<file path="src/rtl/mp_add_seq.sv">
// mp_add_seq: multi-precision add sequencer built around one adder_8.
// Two NBYTES-wide operands are accepted on a valid/ready input port.
// They are summed one byte per cycle, least-significant byte first.
// The byte carry is registered and chained into the next byte.
// The wide sum and the final carry come out on a valid/ready output port.
//
// Optional feature macro: MP_ADD_SUB_EN. When it is defined, sub=1 at
// accept computes a - b: B is inverted and the carry is forced to 1.
// When it is undefined, sub is ignored and the block always adds.
//
// Handshake semantics, for both ports: a transfer happens on a rising
// edge where valid and ready are both high. A source holds its payload
// stable while valid is high and ready is low. in_ready and out_valid
// are registered and depend on FSM state only. There is no
// combinational path from in_valid to in_ready, or from out_ready to
// out_valid.

// 8-bit adder with carry in and carry out: the only carry chain in the block.
module adder_8 (
   input  logic [7:0] in1,
   input  logic [7:0] in2,
   input  logic       cin,
   output logic [7:0] sum,
   output logic       cout
);

   // Single-byte add producing a 9-bit {carry, sum}.
   always_comb begin
      {cout, sum} = {1'b0, in1} + {1'b0, in2} + {8'd0, cin};
   end

endmodule

module mp_add_seq #(
   parameter int NBYTES = 4
) (
   input  logic                clk,
   input  logic                rst,
   input  logic                in_valid,
   output logic                in_ready,
   input  logic [8*NBYTES-1:0] a,
   input  logic [8*NBYTES-1:0] b,
   input  logic                cin,
   input  logic                sub,
   output logic                out_valid,
   input  logic                out_ready,
   output logic [8*NBYTES-1:0] sum,
   output logic                cout,
   output logic [1:0]          dbg_state
);

   localparam int W  = 8 * NBYTES;
   localparam int IW = $clog2(NBYTES);
   localparam logic [IW-1:0] LAST = IW'(NBYTES - 1);

   typedef enum logic [1:0] {
      IDLE = 2'd0,
      RUN  = 2'd1,
      DONE = 2'd2
   } state_t;

   state_t          state;
   logic [W-1:0]    a_q;
   logic [W-1:0]    b_q;
   logic [7:0]      res_byte [NBYTES];
   logic [7:0]      a_byte   [NBYTES];
   logic [7:0]      b_byte   [NBYTES];
   logic            carry_q;
   logic [IW-1:0]   idx;
   logic [7:0]      add_sum;
   logic            add_cout;

`ifndef MP_ADD_SUB_EN
   // Without the subtract feature the sub port has no function.
   logic unused_sub;
   assign unused_sub = sub;
`endif

   // Split the operand registers into bytes and pack the result bytes into sum.
   for (genvar g = 0; g < NBYTES; g++) begin : g_bytes
      assign a_byte[g]       = a_q[8*g +: 8];
      assign b_byte[g]       = b_q[8*g +: 8];
      assign sum[8*g +: 8]   = res_byte[g];
   end

   assign cout      = carry_q;
   assign dbg_state = state;

   // The byte selected by idx goes through the single adder, with the registered carry.
   adder_8 u_adder (
      .in1  (a_byte[idx]),
      .in2  (b_byte[idx]),
      .cin  (carry_q),
      .sum  (add_sum),
      .cout (add_cout)
   );

   // Sequencer FSM: accepts in IDLE, processes one byte per cycle in RUN, and presents the result in DONE.
   always_ff @(posedge clk or posedge rst) begin
      if (rst) begin
         state     <= IDLE;
         a_q       <= '0;
         b_q       <= '0;
         carry_q   <= 1'b0;
         idx       <= '0;
         in_ready  <= 1'b1;
         out_valid <= 1'b0;
         for (int i = 0; i < NBYTES; i++) res_byte[i] <= 8'd0;
      end else begin
         case (state)
            IDLE: begin
               if (in_valid && in_ready) begin
                  a_q <= a;
`ifdef MP_ADD_SUB_EN
                  // Two's-complement subtract: a + ~b + 1.
                  b_q     <= sub ? ~b : b;
                  carry_q <= sub ? 1'b1 : cin;
`else
                  b_q     <= b;
                  carry_q <= cin;
`endif
                  idx      <= '0;
                  in_ready <= 1'b0;
                  state    <= RUN;
               end
            end
            RUN: begin
               res_byte[idx] <= add_sum;
               carry_q       <= add_cout;
               if (idx == LAST) begin
                  idx       <= '0;
                  out_valid <= 1'b1;
                  state     <= DONE;
               end else begin
                  idx <= idx + 1'b1;
               end
            end
            DONE: begin
               // Result registers hold stable until the downstream side takes them.
               if (out_ready) begin
                  out_valid <= 1'b0;
                  in_ready  <= 1'b1;
                  state     <= IDLE;
               end
            end
            default: begin
               state     <= IDLE;
               in_ready  <= 1'b1;
               out_valid <= 1'b0;
            end
         endcase
      end
   end

endmodule

</file>
<file path="config.mk">
export PLATFORM = sky130hd
export DESIGN_NAME = mp_add_seq
export DESIGN_NICKNAME = d
export VERILOG_FILES = /design/src/rtl/mp_add_seq.sv
export SDC_FILE = /design/constraint.sdc
export NUM_CORES = 1
export LEC_CHECK = 0
export CORE_MARGIN = 4
export CORE_UTILIZATION = 50
export DETAILED_ROUTE_END_ITERATION = 10
export PLACE_DENSITY = 0.8
export SETUP_SLACK_MARGIN = 0.3
export SLEW_MARGIN = 30
export SYNTH_ARGS = -nofsm -noshare
export SYNTH_HDL_FRONTEND = slang
export SYNTH_SLANG_ARGS = --single-unit
</file>
<file path="constraint.sdc">
create_clock -name clk -period 4.9 [get_ports clk]
set_input_delay 1.47 -clock clk [delete_from_list [all_inputs] [get_ports clk]]
set_output_delay 1.47 -clock clk [all_outputs]
set_load 0.01 [all_outputs]
</file>
### Yosys cells after proc, flatten, opt, wreduce, memory -nomap -nowiden

Index checks and enable logic that the tools add are counted.

| cells by class | value |
|---|---|
| add/sub/neg operators | 3 |
| multipliers | 0 |
| divide/modulo/power cells | 0 |
| $lt $le $gt $ge | 2 |
| equality and inequality tests | 6 |
| shifts and indexed selects | 0 |
| muxes and demuxes | 24 |
| bitwise gates (word level) | 3 |
| reduce and logical (&&, ||, !) cells | 9 |

Operators by type and width:

| operator | number |
|---|---|
| 2-to-1 mux 8 bit | 5 |
| binary-select mux 8 bit (select 2 bit) | 2 |
| bitwise mux 32 bit | 1 |
| demux 8 bit (select 2 bit) | 1 |
| 2-to-1 mux 2 bit | 5 |
| adder 8 x 8 -> 9 bit | 1 |
| adder 9 x 1 -> 9 bit | 1 |
| AND reduction 3 bit | 3 |
| inequality test 2 bit, second input constant | 3 |
| case mux 1 bit (3 select lines) | 2 |
| case mux 2 bit (3 select lines) | 1 |
| 2-to-1 mux 1 bit | 5 |
| equality test 2 bit, second input constant | 2 |
| case mux 2 bit (2 select lines) | 1 |
| AND reduction 2 bit | 2 |
| greater-or-equal comparator 3 bit, second input constant | 1 |
| < comparator 3 x 1 -> 1 bit, second input constant | 1 |
| inverter 2 -> 3 bit | 1 |
| adder 2 x 1 -> 2 bit, second input constant | 1 |
| equality test 2 x 1 -> 1 bit, second input constant | 1 |
| logical AND 1 bit | 2 |
| logical NOT 2 bit | 1 |
| inverter 1 bit | 2 |
| case mux 1 bit (2 select lines) | 1 |
| nonzero test 2 bit | 1 |

| word-level totals | value |
|---|---|
| bits in registers | 103 |
| bits in latches | 0 |
| bits in writable memories | 0 |
| bits in read-only memories | 0 |
| output and inout bits | 37 |
| logic and storage cells | 58 |
| memories kept | 0 |

### Longest topological paths before layout

| logic depth | value |
|---|---|
| depth in word-level cells | 7 |
| gate-level depth with buffers | 10 |
| mapped depth without buffers | 9 |

### Modules after synthesis

From an unflattened synthesis, not the netlist that was laid out.

| unflattened totals | value |
|---|---|
| cells, all modules | 434 |
| area total of the unflattened synthesis | 4,867.2 sq um |

Modules (own cells, without submodules):

| module | instances | cells an instance | area each (sq um) |
|---|---|---|---|
| mp_add_seq | 1 | 394 | 4,535.6 |
| adder_8 | 1 | 40 | 331.6 |

### Worst setup path before layout

Ideal clock, no wire load.

| timing | value |
|---|---|
| path type | register -> register |
| start | register idx[0] |
| end | register res_byte (netlist bit sum[14]) |
| library setup time | 0.132 ns |
| arrival | 2.659 ns |
| required time | 4.768 ns |
| setup slack | 2.109 ns |
| stages on the path, launching flop included | 11 |
| buffers on the path | 1 |
| period minus slack after synthesis | 2.791 ns |
| cells stage by stage | dfrtp_1 buf_2 mux4_2 fa_1 inv_1 fa_1 nor2b_1 o31a_1 o21ai_1 nor3b_2 o31ai_1 |

| on the way | value |
|---|---|
| word-level cells in the longest chain between the ends | 7 |
| elaborated cells between the ends (all ways) | 15 |
| those cells by class | add/sub (2); order compare (2); mux (9); bitwise (1); reduce/logical (1) |

Ends and longest elaborated chain:

| element | RTL line | text |
|---|---|---|
| start, declared | 69 | `logic [IW-1:0] idx;` |
| start signal, assigned | 135 | `idx <= idx + 1'b1;` |
| inverter 2 -> 3 bit (implied by the code) * | 91, 92, 128 |  |
| binary-select mux 8 bit (select 2 bit) (on tied branches) | 91, 92 |  |
| 2-to-1 mux 8 bit (on tied branches) (2 in a row) | 91, 92 |  |
| adder 8 x 8 -> 9 bit | 29 | `{cout, sum} = {1'b0, in1} + {1'b0, in2} + {8'd0, cin};` |
| adder 9 x 1 -> 9 bit | 29 |  |
| bitwise mux 32 bit * | 128 | `res_byte[idx] <= add_sum;` |
| end signal, assigned by index | 128 |  |
| end, declared | 65 | `logic [7:0] res_byte [NBYTES];` |

Every way passes the cells marked *; elsewhere a longest branch is shown, timed or not. The select of a mux whose other input is x is not followed.
A chain may end at the register's enable or synchronous reset.

### Final worst setup path

| timing | value |
|---|---|
| start | register idx[0] |
| end | register res_byte (netlist bit sum[13]) |

The elaborated chain is that of the path after synthesis.

==> results.md <==
* Outcome: finished clean
* RSZ-0062 raised after global routing: false
* Antenna violations before repair at 0
* Fin Setup TNS at 0 ns
* DR DRC count at 0
* Syn Area/Cell at 14.2 um2
* Arr. time, crit path at 3.54 ns
* Layout Nets at 518
* R2r startpoint: idx[0]
* Die area at 0.0110 mm2
* PostCTS Resize Cnt at 0
* Final period util at 0.677
* Synth warn at 0
* DIE HEIGHT at about 100 um
* GR met1 Demand/Resource at 0.250
* Met3 Track Usage GR at 0.0358
* Drt pass-1 iters at 4
* Final setup violation count at 0
* Sequential area share after synthesis at 0.552
* Synth area leader: dfrtp_1
* CTS Buf Count at 9
* Hold-fix buffers at CTS at 0
* Max FO, Critical Path at 14
* Largest vdd supply drop at about 330 uV
* Clock sinks at 103
* Total routed wirelength at 9.70 mm
* Layout Cells excl Fill at ~550
* Clock-pin slew on the worst setup and hold paths at 0.10 ns
* Total global routing track utilization at 0.185
* Syn_nets at ~410
* Worst reg2reg setup slack at 1.58 ns
* Lkg Pwr at between 2 and 3 nW
* Clock Latency Late Sink at 0.36 ns
* Hpwl dp at 7.27 mm
* Hold crit path type: reg2reg
* Layout cells sized above 1 at 0.259
* CP Launch Type: flop
* Max Clk Rate at 302 MHz
* WL per Instance at 17.6 um
* Max Slew Vio Count at 0
* CTS tree: done
* Via density per instance at 5.35
* Netlist cell types at 31
* Drt initial violations at roughly 120
* Cell Rows at 35
* First-pass GRT wire length at 15.9 mm
* R2r worst-path depth at 8
* Hold Fails Final Rpt at 0
* Element type at the critical path end: flop
* Post-CTS setup buffers at 0
* CTS max path bufs at 2
* Pwr Density at 692 mW/mm2
* PortBufs at between 100 and 150
* Worst Skew at 0.0134 ns
* Detail Route Antenna Nets at 0
* IO Count at 107
* # H-tree levels at 3
* Max-Slew Margin vs Limit at 0.517
* Area contributors post-synth: dfrtp_1 (55%), mux2_2 (13%), mux4_2 (7.7%)
* Post-layout util at 0.663
* Dpl cells at roughly 540
* Max Cap Viol at 0
* Crit Path Category: reg2reg
* GR Layer Usage met2 at 0.300
* Post-synthesis cell area at 0.00467 mm2
* Placer Congestion at 0.812
* Reg2reg end: sum[13]
* Hold EP: sum[21]
* Die Width at 105 um
* Largest net degree at the start of global routing at 40
* Flops & latches, synth at 103
* Hold path depth at 2
* Min Clock Period, post-route at 3.32 ns
* Synth Instances at 330
* Design area at ~0.0061 mm2
* Clock Root Buffer: clkbuf_8
* Number of vias in the routed layout at ~3.0k
* Worst hold path startpoint: sum[21]
* Layout area overhead at 29.9%
* Inserted Diodes at 0
* Grt peak-use layer: met2
* Slew of the pin with the lowest slew margin at 0.724 ns
* Worst Path Required at 5.12 ns
* Starting density of the core at 0.510
* CORE AREA at just over 0.009 mm2
* Total gr overflow at 0
* Vias in the first global route at 3,088
* Final total power at 0.00420 W
* Post-DP Area at 0.00580 mm2
* Yosys top cell area share at 0.546
-- worst max-delay path, stage by stage (launching register included) --
cell	delay, ns
dfrtp_1	0.82
buf_4	0.34
mux4_2	0.54
ha_1	0.33
a211oi_1	0.35
o21bai_1	0.12
a21oi_1	0.20
xor2_1	0.31
o21ai_0	0.14
-- synth_stat cells, drive strengths merged --
cell type,n
a211oi,1
a21boi,1
a21o,1
a21oi,6
a22oi,1
a31o,1
and4bb,1
buf,17
dfrtp,102
dfstp,1
fa,2
ha,11
inv,8
mux2,72
mux4,16
nand2,36
nor2,7
nor2b,2
nor3b,1
o211ai,1
o21a,1
o21ai,26
o21bai,2
o22a,1
o31a,1
o31ai,7
xor2,4
-- worst max-delay path by stage --
stage	slack, ns	end	cells past startpoint	startpoint
3_5_place_dp	1.39	a_q[6]	4	in_valid
6_report	1.58	sum[13]	8	idx[0]
3_3_place_gp	1.41	a_q[14]	4	in_valid
4_1_cts	1.57	sum[13]	8	idx[0]
2_1_floorplan	0.73	a_q[0]	1	rst
5_1_grt	1.35	sum[13]	8	idx[0]
-- kinds of logic after synthesis --
| logic type | after synthesis | share of synthesized area |
|---|---|---|
| AOI/OAI and AO/OA | 50 | 0.0640 |
| buffers and inverters | 25 | 0.0305 |
| muxes | 88 | 0.265 |
| DFF | 103 | 0.552 |
| xor gates and xnor gates | 4 | 0.00750 |
| adders and majority gates | 13 | 0.0380 |
| and+or+nand+nor | 47 | 0.0426 |
-- cell type report --
type / count / area, um2
Fill cell: 668 / 3090
Sequential cell: 103 / 2580
Multi-Input combinational cell: 202 / 1950
Timing Repair Buffer: 111 / 1100
Clock inverter: 7 / 144
Tap cell: 111 / 139
Clock buffer: 9 / 124
Inverter: 8 / 32.5
-- state kept, by name (all words and copies together) (netlist names) --
name and count:
a_q 32, b_q 32, cout 1, dbg_state 2
idx 2, in_ready 1, out_valid 1, sum 32
-- power by group --
group / switching, W / internal (W)
Combinational: 0.000948 / 0.00107
Sequential: 0.000254 / 0.00124
Clock: 0.000288 / 0.000392
Total: 0.00149 / 0.00271
-- per-layer routing --
metal | part of all wire | wire, um | vias to the layer above
met5 | 0 | 0 | -
met4 | 0.019 | 182 | 0
met3 | 0.057 | 550 | 14
met2 | 0.47 | 4570 | 89
met1 | 0.45 | 4400 | 1461
li1 | - | - | 1386
-- stage by stage --
| step | worst slack (ns) | hold slack [ns] |
|---|---|---|
| 6_report | 1.58 | 0.484 |
| 5_1_grt | 1.35 | 0.521 |
| 4_1_cts | 1.57 | 0.493 |
| 3_5_place_dp | 1.39 | 0.472 |
| 3_3_place_gp | 1.41 | 0.463 |
| 2_1_floorplan | 0.728 | 0.475 |
-- placed cells by master, fill, tap and decap left out --
| master | instances |
|---|---|
| fa_1 | 2 |
| a21oi_1 | 6 |
| a22oi_1 | 1 |
| inv_6 | 1 |
| o21bai_1 | 2 |
| nor2_1 | 7 |
| dfstp_2 | 1 |
| bufinv_16 | 4 |
| clkinvlp_4 | 2 |
| buf_4 | 6 |
| ha_1 | 11 |
| a31o_1 | 1 |
| o21ai_1 | 1 |
| nor3b_2 | 1 |
| o22a_1 | 1 |
| o211ai_1 | 1 |
| a21o_1 | 1 |
| dfrtp_1 | 102 |
| nand2_1 | 36 |
| o21ai_0 | 25 |
| a211oi_1 | 1 |
| and4bb_4 | 1 |
| o31a_1 | 1 |
| clkdlybuf4s50_1 | 105 |
| clkbuf_8 | 9 |
| o31ai_1 | 7 |
| inv_4 | 1 |
| nor2b_1 | 2 |
| mux2_4 | 18 |
| inv_1 | 7 |
| mux2_2 | 54 |
| o21a_1 | 1 |
| xor2_1 | 4 |
| a21boi_1 | 1 |
| mux4_2 | 16 |
No activity file was read; power rests on OpenSTA's default activity.
